`src/rtl/spi_master_mode0.sv`:
```
// SPI mode 0 master: one fixed-length {rw, addr, data} frame per start request,
// MSB-first, with the slave's reply captured from MISO in the same bit slots.
module spi_master_mode0 #(
  parameter int ADDR_BITS  = 7,
  parameter int DATA_BITS  = 8,
  parameter int FRAME_BITS = 16,
  parameter int CLK_DIV    = 4
) (
  input  logic                  clk,
  input  logic                  rst,
  input  logic                  start,
  input  logic                  rw,
  input  logic [ADDR_BITS-1:0]  addr,
  input  logic [DATA_BITS-1:0]  wdata,
  output logic                  busy,
  output logic                  done,
  output logic [DATA_BITS-1:0]  rdata,
  output logic [FRAME_BITS-1:0] rx_frame,
  output logic                  ss_n,
  output logic                  sclk,
  output logic                  mosi,
  input  logic                  miso
);

  localparam int CW = $clog2(CLK_DIV);
  localparam int BW = $clog2(FRAME_BITS + 1);
  localparam logic [CW-1:0] DIV_LAST = CW'(CLK_DIV - 1);
  localparam logic [BW-1:0] BIT_LAST = BW'(FRAME_BITS - 1);

  typedef enum logic [2:0] {
    IDLE,
    LOW,
    HIGH,
    HOLD,
    GAP
  } state_e;

  state_e                state_q, state_d;
  logic [CW-1:0]         cnt_q, cnt_d;
  logic [BW-1:0]         bit_q, bit_d;
  logic [FRAME_BITS-1:0] tx_q, tx_d;
  logic [FRAME_BITS-1:0] rx_q, rx_d;
  logic [FRAME_BITS-1:0] rx_frame_q, rx_frame_d;
  logic [DATA_BITS-1:0]  rdata_q, rdata_d;
  logic                  sclk_q, sclk_d;
  logic                  ss_n_q, ss_n_d;
  logic                  done_q, done_d;
  logic                  expire;

  // Every non-idle state lasts exactly CLK_DIV cycles.
  assign expire = (cnt_q == DIV_LAST);

  always_comb begin
    // NOTE: every output of this block gets a default first, so no path can infer a latch.
    state_d    = state_q;
    cnt_d      = expire ? '0 : cnt_q + 1'b1;
    bit_d      = bit_q;
    tx_d       = tx_q;
    rx_d       = rx_q;
    rx_frame_d = rx_frame_q;
    rdata_d    = rdata_q;
    sclk_d     = sclk_q;
    ss_n_d     = ss_n_q;
    done_d     = 1'b0;

    unique case (state_q)
      IDLE: begin
        cnt_d = '0;
        if (start) begin
          tx_d    = {rw, addr, (rw ? wdata : {DATA_BITS{1'b0}})};
          rx_d    = '0;
          bit_d   = '0;
          ss_n_d  = 1'b0;
          state_d = LOW;
        end
      end
      LOW: begin
        if (expire) begin
          sclk_d  = 1'b1;
          rx_d    = {rx_q[FRAME_BITS-2:0], miso};
          state_d = HIGH;
        end
      end
      HIGH: begin
        if (expire) begin
          sclk_d = 1'b0;
          if (bit_q == BIT_LAST) begin
            state_d = HOLD;
          end else begin
            tx_d    = {tx_q[FRAME_BITS-2:0], 1'b0};
            bit_d   = bit_q + 1'b1;
            state_d = LOW;
          end
        end
      end
      HOLD: begin
        if (expire) begin
          ss_n_d  = 1'b1;
          state_d = GAP;
        end
      end
      GAP: begin
        if (expire) begin
          rx_frame_d = rx_q;
          rdata_d    = rx_q[DATA_BITS-1:0];
          done_d     = 1'b1;
          state_d    = IDLE;
        end
      end
      default: state_d = IDLE;
    endcase
  end

  always_ff @(posedge clk) begin
    // NOTE: state is updated with non-blocking assignments so all flops see pre-edge values.
    if (rst) begin
      state_q    <= IDLE;
      cnt_q      <= '0;
      bit_q      <= '0;
      tx_q       <= '0;
      rx_q       <= '0;
      rx_frame_q <= '0;
      rdata_q    <= '0;
      sclk_q     <= 1'b0;
      ss_n_q     <= 1'b1;
      done_q     <= 1'b0;
    end else begin
      state_q    <= state_d;
      cnt_q      <= cnt_d;
      bit_q      <= bit_d;
      tx_q       <= tx_d;
      rx_q       <= rx_d;
      rx_frame_q <= rx_frame_d;
      rdata_q    <= rdata_d;
      sclk_q     <= sclk_d;
      ss_n_q     <= ss_n_d;
      done_q     <= done_d;
    end
  end

  // MOSI is the TX register MSB, so it only moves at start and on falling SCLK.
  assign mosi     = tx_q[FRAME_BITS-1];
  assign busy     = (state_q != IDLE);
  assign done     = done_q;
  assign rdata    = rdata_q;
  assign rx_frame = rx_frame_q;
  assign ss_n     = ss_n_q;
  assign sclk     = sclk_q;

endmodule
```
`config.mk`:
```
export PLATFORM = sky130hd
export DESIGN_NAME = spi_master_mode0
export DESIGN_NICKNAME = d
export VERILOG_FILES = /design/src/rtl/spi_master_mode0.sv
export SDC_FILE = /design/constraint.sdc
export NUM_CORES = 1
export LEC_CHECK = 0
export CAP_MARGIN = 20
export CORE_MARGIN = 1.5
export CORE_UTILIZATION = 40
export CTS_BUF_LIST = sky130_fd_sc_hd__clkbuf_8
export DETAILED_ROUTE_END_ITERATION = 12
export PLACE_DENSITY = 0.59
export SYNTH_ARGS = -nofsm -noshare
export SYNTH_HDL_FRONTEND = slang
export SYNTH_SLANG_ARGS = --single-unit
```
`constraint.sdc`:
```
create_clock -name clk -period 2.4 [get_ports clk]
set_clock_uncertainty 0.1 [all_clocks]
set_input_delay 0.24 -clock clk [delete_from_list [all_inputs] [get_ports clk]]
set_output_delay 0.24 -clock clk [all_outputs]
set_load 0.1 [all_outputs]
```
==> results.toml, run 1 <==
[sta]
max_slew.worst_pin.slew_ns = 1.05
min_period_over_period_pct = 88.1
maxSlewViolCount = 0
setup_viol = 0
slew_headroom_pct = 29.8
rsz0062_at_grt = "no"
fin_crit_ns = 2.12
setup_tns_ns = 0
setup_ws_ns = 0.285
hold_viol = 0
max_freq_mhz = 473

[yosys]
synthesis.nets = 334
synth_common_cells = "dfxtp_1, a21oi_1, nand2_1"
synthArstFlopShare_pct = 0
synth_top_area_cell = "dfxtp_1"
yosysSeqAreaShare_pct = 43.3
yosysMostFrequentCell = "dfxtp_1"
yosysUniqueCellTypes = 43
ys_top_cells_by_area = "dfxtp_1, a21oi_1, mux2i_1"
synth_edf_count = 0
netlist_instances = 311
syn_avg_cell_area_sq_um = 9.06
synth-main-ff-cell = "dfxtp_1"
ys_ff_latch = 61
yosysWarnings = 0
synth_top_area_share_pct = 43.3
netlist_area_sq_mm = 0.00282

[flow_run]
drv_cap = 0

[placement]
port_buffers = 48
dp_slack_ns = 0.295
dp.cells = 428
gp_congestion = 0.767
dp_hpwl_um = 3840

[hold_path]
hp-class = "in -> reg"
hold_path_depth = 2

[clocking]
numCtsBuffers = 9
clk_latency_ns = 0.33
htree_num_levels = 3
cts_hold_buffers = 0
clkSlewWorstSetupHoldPaths_ns = 0.07
cts.path.max_buffers = 2
cts_tree = "done"
cts_setup_buffers = 0
cts_resized = 0
clock-sinks = 61
root_buffer = "clkbuf_8"

[global_routing]
antenna_found_initial = 0
grt_pass1_wl_um = 10400
grt_overflow = 0
grt_max_degree = 39
grt.total_usage_pct = 17.1
grt_pass1_vias = 2222

[pwr]
clockPowerShare_pct = 41.7
p_int_w = 0.00165
seqPwrFrac_pct = 48.4
p_switching_w = 0.000529
peakVddDrop_mv = 0.353
power_w = 0.00218
comb_power_share_pct = 9.9
power_density_mw_per_mm2 = 641
power.leakage_nw = 1.22
p_sw_share_pct = 24.2

[setup_path]
cp_max_fo = 10
critPathKind = "reg -> reg"
rrSetupSlack_ns = 0.28
r2r_cells = 7
arrival_ns = 2.20
startpoint_type = "flip-flop"
crit_required_ns = 2.48
crit_path_end_kind = "flip-flop"

[routing]
postRouteAntennaNets = 0
drc_errors = 0
routed_via_density = 5.21
drt_first_pass_iters = 4
routedWlPerCell_um = 13.5
drtIter0Drc = 116
vias = 2314
wirelength_um = 5990

[floorplanning]
start_util_pct = 41.5
core_sq_mm = 0.00679
die_area_sq_mm = 0.00756
die_x_um = 86.9
row_count = 30
die_y_um = 86.9
ios = 49

[final_layout]
num-fill-cells = 642
syn_to_final_growth_pct = 20.9
antenna_cells = 0
multiInputGateArea_sq_mm = 0.00135
drive_gt1_share_pct = 21.0
stdcell_count = 444
register_area_sq_mm = 0.00122
fin_nets = 367

[status]
status = "completed"
[stage by stage]
step | cell area [sq um] | hold WS [ns] | utilization, %
2_1_floorplan | 2820 | 0.308 | -
3_3_place_gp | 3200 | 0.326 | 47.1
3_5_place_dp | 3200 | 0.324 | 47.1
4_1_cts | 3400 | 0.279 | 50.0
5_1_grt | 3410 | 0.315 | 50.1
6_report | 3410 | 0.277 | 50.1
[final timing paths]
| path | startpoint | end |
|---|---|---|
| setup / recovery | bit_q[0]$_SDFFE_PP0P_ | tx_q[1]$_SDFFE_PP0P_ |
| hold / removal | rst | state_q[2]$_SDFFE_PP0P_ |
| setup reg to reg | bit_q[0]$_SDFFE_PP0P_ | tx_q[1]$_SDFFE_PP0P_ |
| hold reg to reg | cnt_q[0]$_SDFF_PP0_ | cnt_q[0]$_SDFF_PP0_ |
[kinds of logic after synthesis]
| kind of cell | count (synthesis) | synth area share (%) |
|---|---|---|
| flops | 61 | 43.3 |
| compound gates | 76 | 18.5 |
| mux | 19 | 6.79 |
| buf+inv | 42 | 8.79 |
| simple gates | 110 | 21.3 |
| fa+ha+maj | 3 | 1.33 |
[routing by layer]
metal / global-route usage [%] / vias up / wire (um)
li1: - / 1169 / -
met1: 23.7 / 1087 / 3000
met2: 25.9 / 50 / 2680
met3: 2.94 / 8 / 242
met4: 7.92 / 0 / 78
met5: 0 / - / 0
[cells in the final DEF, fill, tap and decap left out, types with 3 or more instances in the layout]
cell type / netlist / routed
ha_1: 3 / 3
mux2i_1: 18 / 18
nand4_1: 16 / 16
clkbuf_8: 0 / 11
nand2b_1: 7 / 7
inv_1: 5 / 5
nand2_1: 35 / 35
buf_4: 11 / 39
clkdlybuf4s50_1: 0 / 18
dfxtp_1: 61 / 61
nor2_1: 21 / 21
a21oi_1: 36 / 36
o21ai_0: 18 / 18
and2_1: 8 / 8
a221oi_2: 10 / 10
a221oi_1: 5 / 5
[power by group through the flow]
stage               Combinational [W]  Clock (W)  Sequential, W
floorplan                    0.000120          0        0.00110
global placement             0.000212          0        0.00108
detailed placement           0.000215          0        0.00108
CTS                          0.000215   0.000932        0.00106
global route                 0.000233   0.000973        0.00106
finish                       0.000216   0.000911        0.00106
[state kept, by name (all words and copies together) (netlist names)]
name	cells
rx_q	16
rx_frame	16
ss_n	1
done	1
cnt_q	2
bit_q	5
sclk	1
state_q	3
tx_q	16
[layout make-up]
type	instances	area share, %
clock buffers	11	4.45
clock inverters	4	1.40
inverters	5	0.551
multi-input cells	208	39.6
flip-flops and latches	61	35.9
well taps	96	3.53
repair buffers	59	14.6
[critical path, stage by stage (launching register included)]
cell and delay [ns]:
dfxtp_1 0.34, ha_1 0.22, and3_1 0.18, ha_1 0.21, nand3b_1 0.18, a211oi_2 0.38
buf_4 0.28, a221oi_2 0.08
Power figures use the tool's default switching activity.
==> inputs of run 2 (changes only) <==
PLACE_DENSITY = 0.62   (was 0.59)
clock period = 1.85 ns   (was 2.4 ns; I/O delays follow)
==> run 2 against run 1 <==
Against the previous run:
- the flow now finishes with violations (negative setup slack)
- first-iteration DRC count fell by 45%
- wire length rose by 4.1%
- critical path depth did not move
- sequential cell count did not move
- utilization rose by 4.5 points
- power rose by 36%
- final area rose by 8.9%
- highest routed layer unchanged
- final cell count rose by 5.0%
==> results.toml, run 2 (synthesis results as in run 1) <==
[final_layout]
fin_nets = 388
drive_gt1_share_pct = 28.4
antenna_cells = 0
fin_area_sq_mm = 0.00371
syn_to_final_growth_pct = 31.6
final_common_cell = "dfxtp_1"
final_cell_mix = "dfxtp_1, buf_4, a21oi_1"
post-route-util_pct = 54.6

[global_routing]
grt_pass1_wl_um = 10400
grt_max_degree = 35
grt_pass1_vias = 2225
antenna_found_initial = 0
grt_overflow = 0
grt.total_usage_pct = 17.5

[sta]
max_slew.worst_pin.slew_ns = 1.00
setup_viol = 4
hold_viol = 0
slew_headroom_pct = 33.0
fin_crit_ns = 1.87
maxSlewViolCount = 0
rsz0062_at_grt = "yes"
setup_ws_ns = -0.0158
hold_slack_ns = 0.265
min_period_over_period_pct = 101
setup_tns_ns = -0.0225
max_freq_mhz = 536

[floorplanning]
die_area_sq_mm = 0.00756
core_sq_mm = 0.00679
die_x_um = 86.9
ios = 49
row_count = 30
start_util_pct = 41.5
die_y_um = 86.9

[pwr]
peakVddDrop_mv = 0.436
power.leakage_nw = 1.36
power_w = 0.00298
power_density_mw_per_mm2 = 803

[clocking]
clk_latency_ns = 0.34
clock-sinks = 61
cts_tree = "done"
cts.path.max_buffers = 2
clkSlewWorstSetupHoldPaths_ns = 0.07
htree_num_levels = 3
numCtsBuffers = 9
cts_hold_buffers = 0
root_buffer = "clkbuf_8"

[setup_path]
arrival_ns = 1.99
max_stage_delay_ns = 0.34
startpoint_type = "flip-flop"
crit_required_ns = 1.97
cp_cell_sequence = "ha_4, and3_4, ha_4, nand3b_1, a211oi_4, buf_6, mux2_4"
crit_path_end_kind = "flip-flop"
crit_family = "flip-flops"
path_buf_inv = 1
critPathKind = "reg -> reg"
cpMostUsedCell = "ha_4"
cp_slowest_cell = "dfxtp_2"
cp_max_fo = 3

[hold_path]
hp-class = "in -> reg"

[placement]
dpl_cell_area_sq_mm = 0.00334
port_buffers = 48
dp_hpwl_um = 3970
gp_congestion = 0.798

[routing]
wirelength_um = 6240
drtIter0Drc = 64
postRouteAntennaNets = 0
drt_first_pass_iters = 4
routedWlPerCell_um = 13.4
drc_errors = 0
routed_via_density = 5.13
vias = 2390

[status]
violations = "negative setup slack"
status = "complete, but fails checks"

[flow_run]
drv_cap = 0
run 2: where the power goes:
group	switching, W	internal (W)	leakage (nW)
clock	0.000539	0.000753	0.114
combinational	0.000178	0.000141	0.753
sequential	0.0000225	0.00135	0.498
total	0.000739	0.00224	1.36
run 2: what timing repair did:
| item | 4_1_cts | 5_1_grt |
|---|---|---|
| gates resized for setup | 17 | 8 |
| endpoints found under the setup margin | 22 | 23 |
| gates cloned | 1 | 0 |
| setup buffers | 2 | 3 |
| pin swaps | 3 | 1 |
run 2: cell type report:
type | instances | area (sq um)
Multi-Input combinational cell | 208 | 1420
Inverter | 5 | 18.8
Clock inverter | 7 | 91.3
Fill cell | 645 | 3090
Timing Repair Buffer | 80 | 706
Clock buffer | 9 | 124
Sequential cell | 61 | 1230
Tap cell | 96 | 120
run 2: worst paths after layout:
check / startpoint / end / slack (ns) / cells past startpoint
setup / recovery: bit_q[1]$_SDFFE_PP0P_ / tx_q[0]$_SDFFE_PP0P_ / -0.02 / 7
hold / removal: rst / done$_SDFF_PP0_ / 0.27 / 2
setup reg to reg: bit_q[1]$_SDFFE_PP0P_ / tx_q[0]$_SDFFE_PP0P_ / -0.02 / 7
hold reg to reg: cnt_q[0]$_SDFF_PP0_ / cnt_q[0]$_SDFF_PP0_ / 0.33 / 1
run 2: worst register-to-register path: stages (launching register included):
cell and delay, ns:
dfxtp_2 0.34, ha_4 0.16, and3_4 0.15, ha_4 0.15, nand3b_1 0.18, a211oi_4 0.25
buf_6 0.15, mux2_4 0.29
run 2: layer usage:
metal	global-route usage (%)	vias to the layer above	share of wire, %
met4	8.80	0	2.0
li1	-	1211	-
met3	3.22	12	3.0
met2	26.5	33	45
met5	0	-	0
met1	23.9	1134	50
run 2: per-stage QoR:
step,setup WS [ns],cells
detailed placement,-0.113,444
floorplan,0.000541,311
finish,-0.0158,466
global route,-0.0875,466
global placement,-0.0670,444
CTS,-0.0462,463
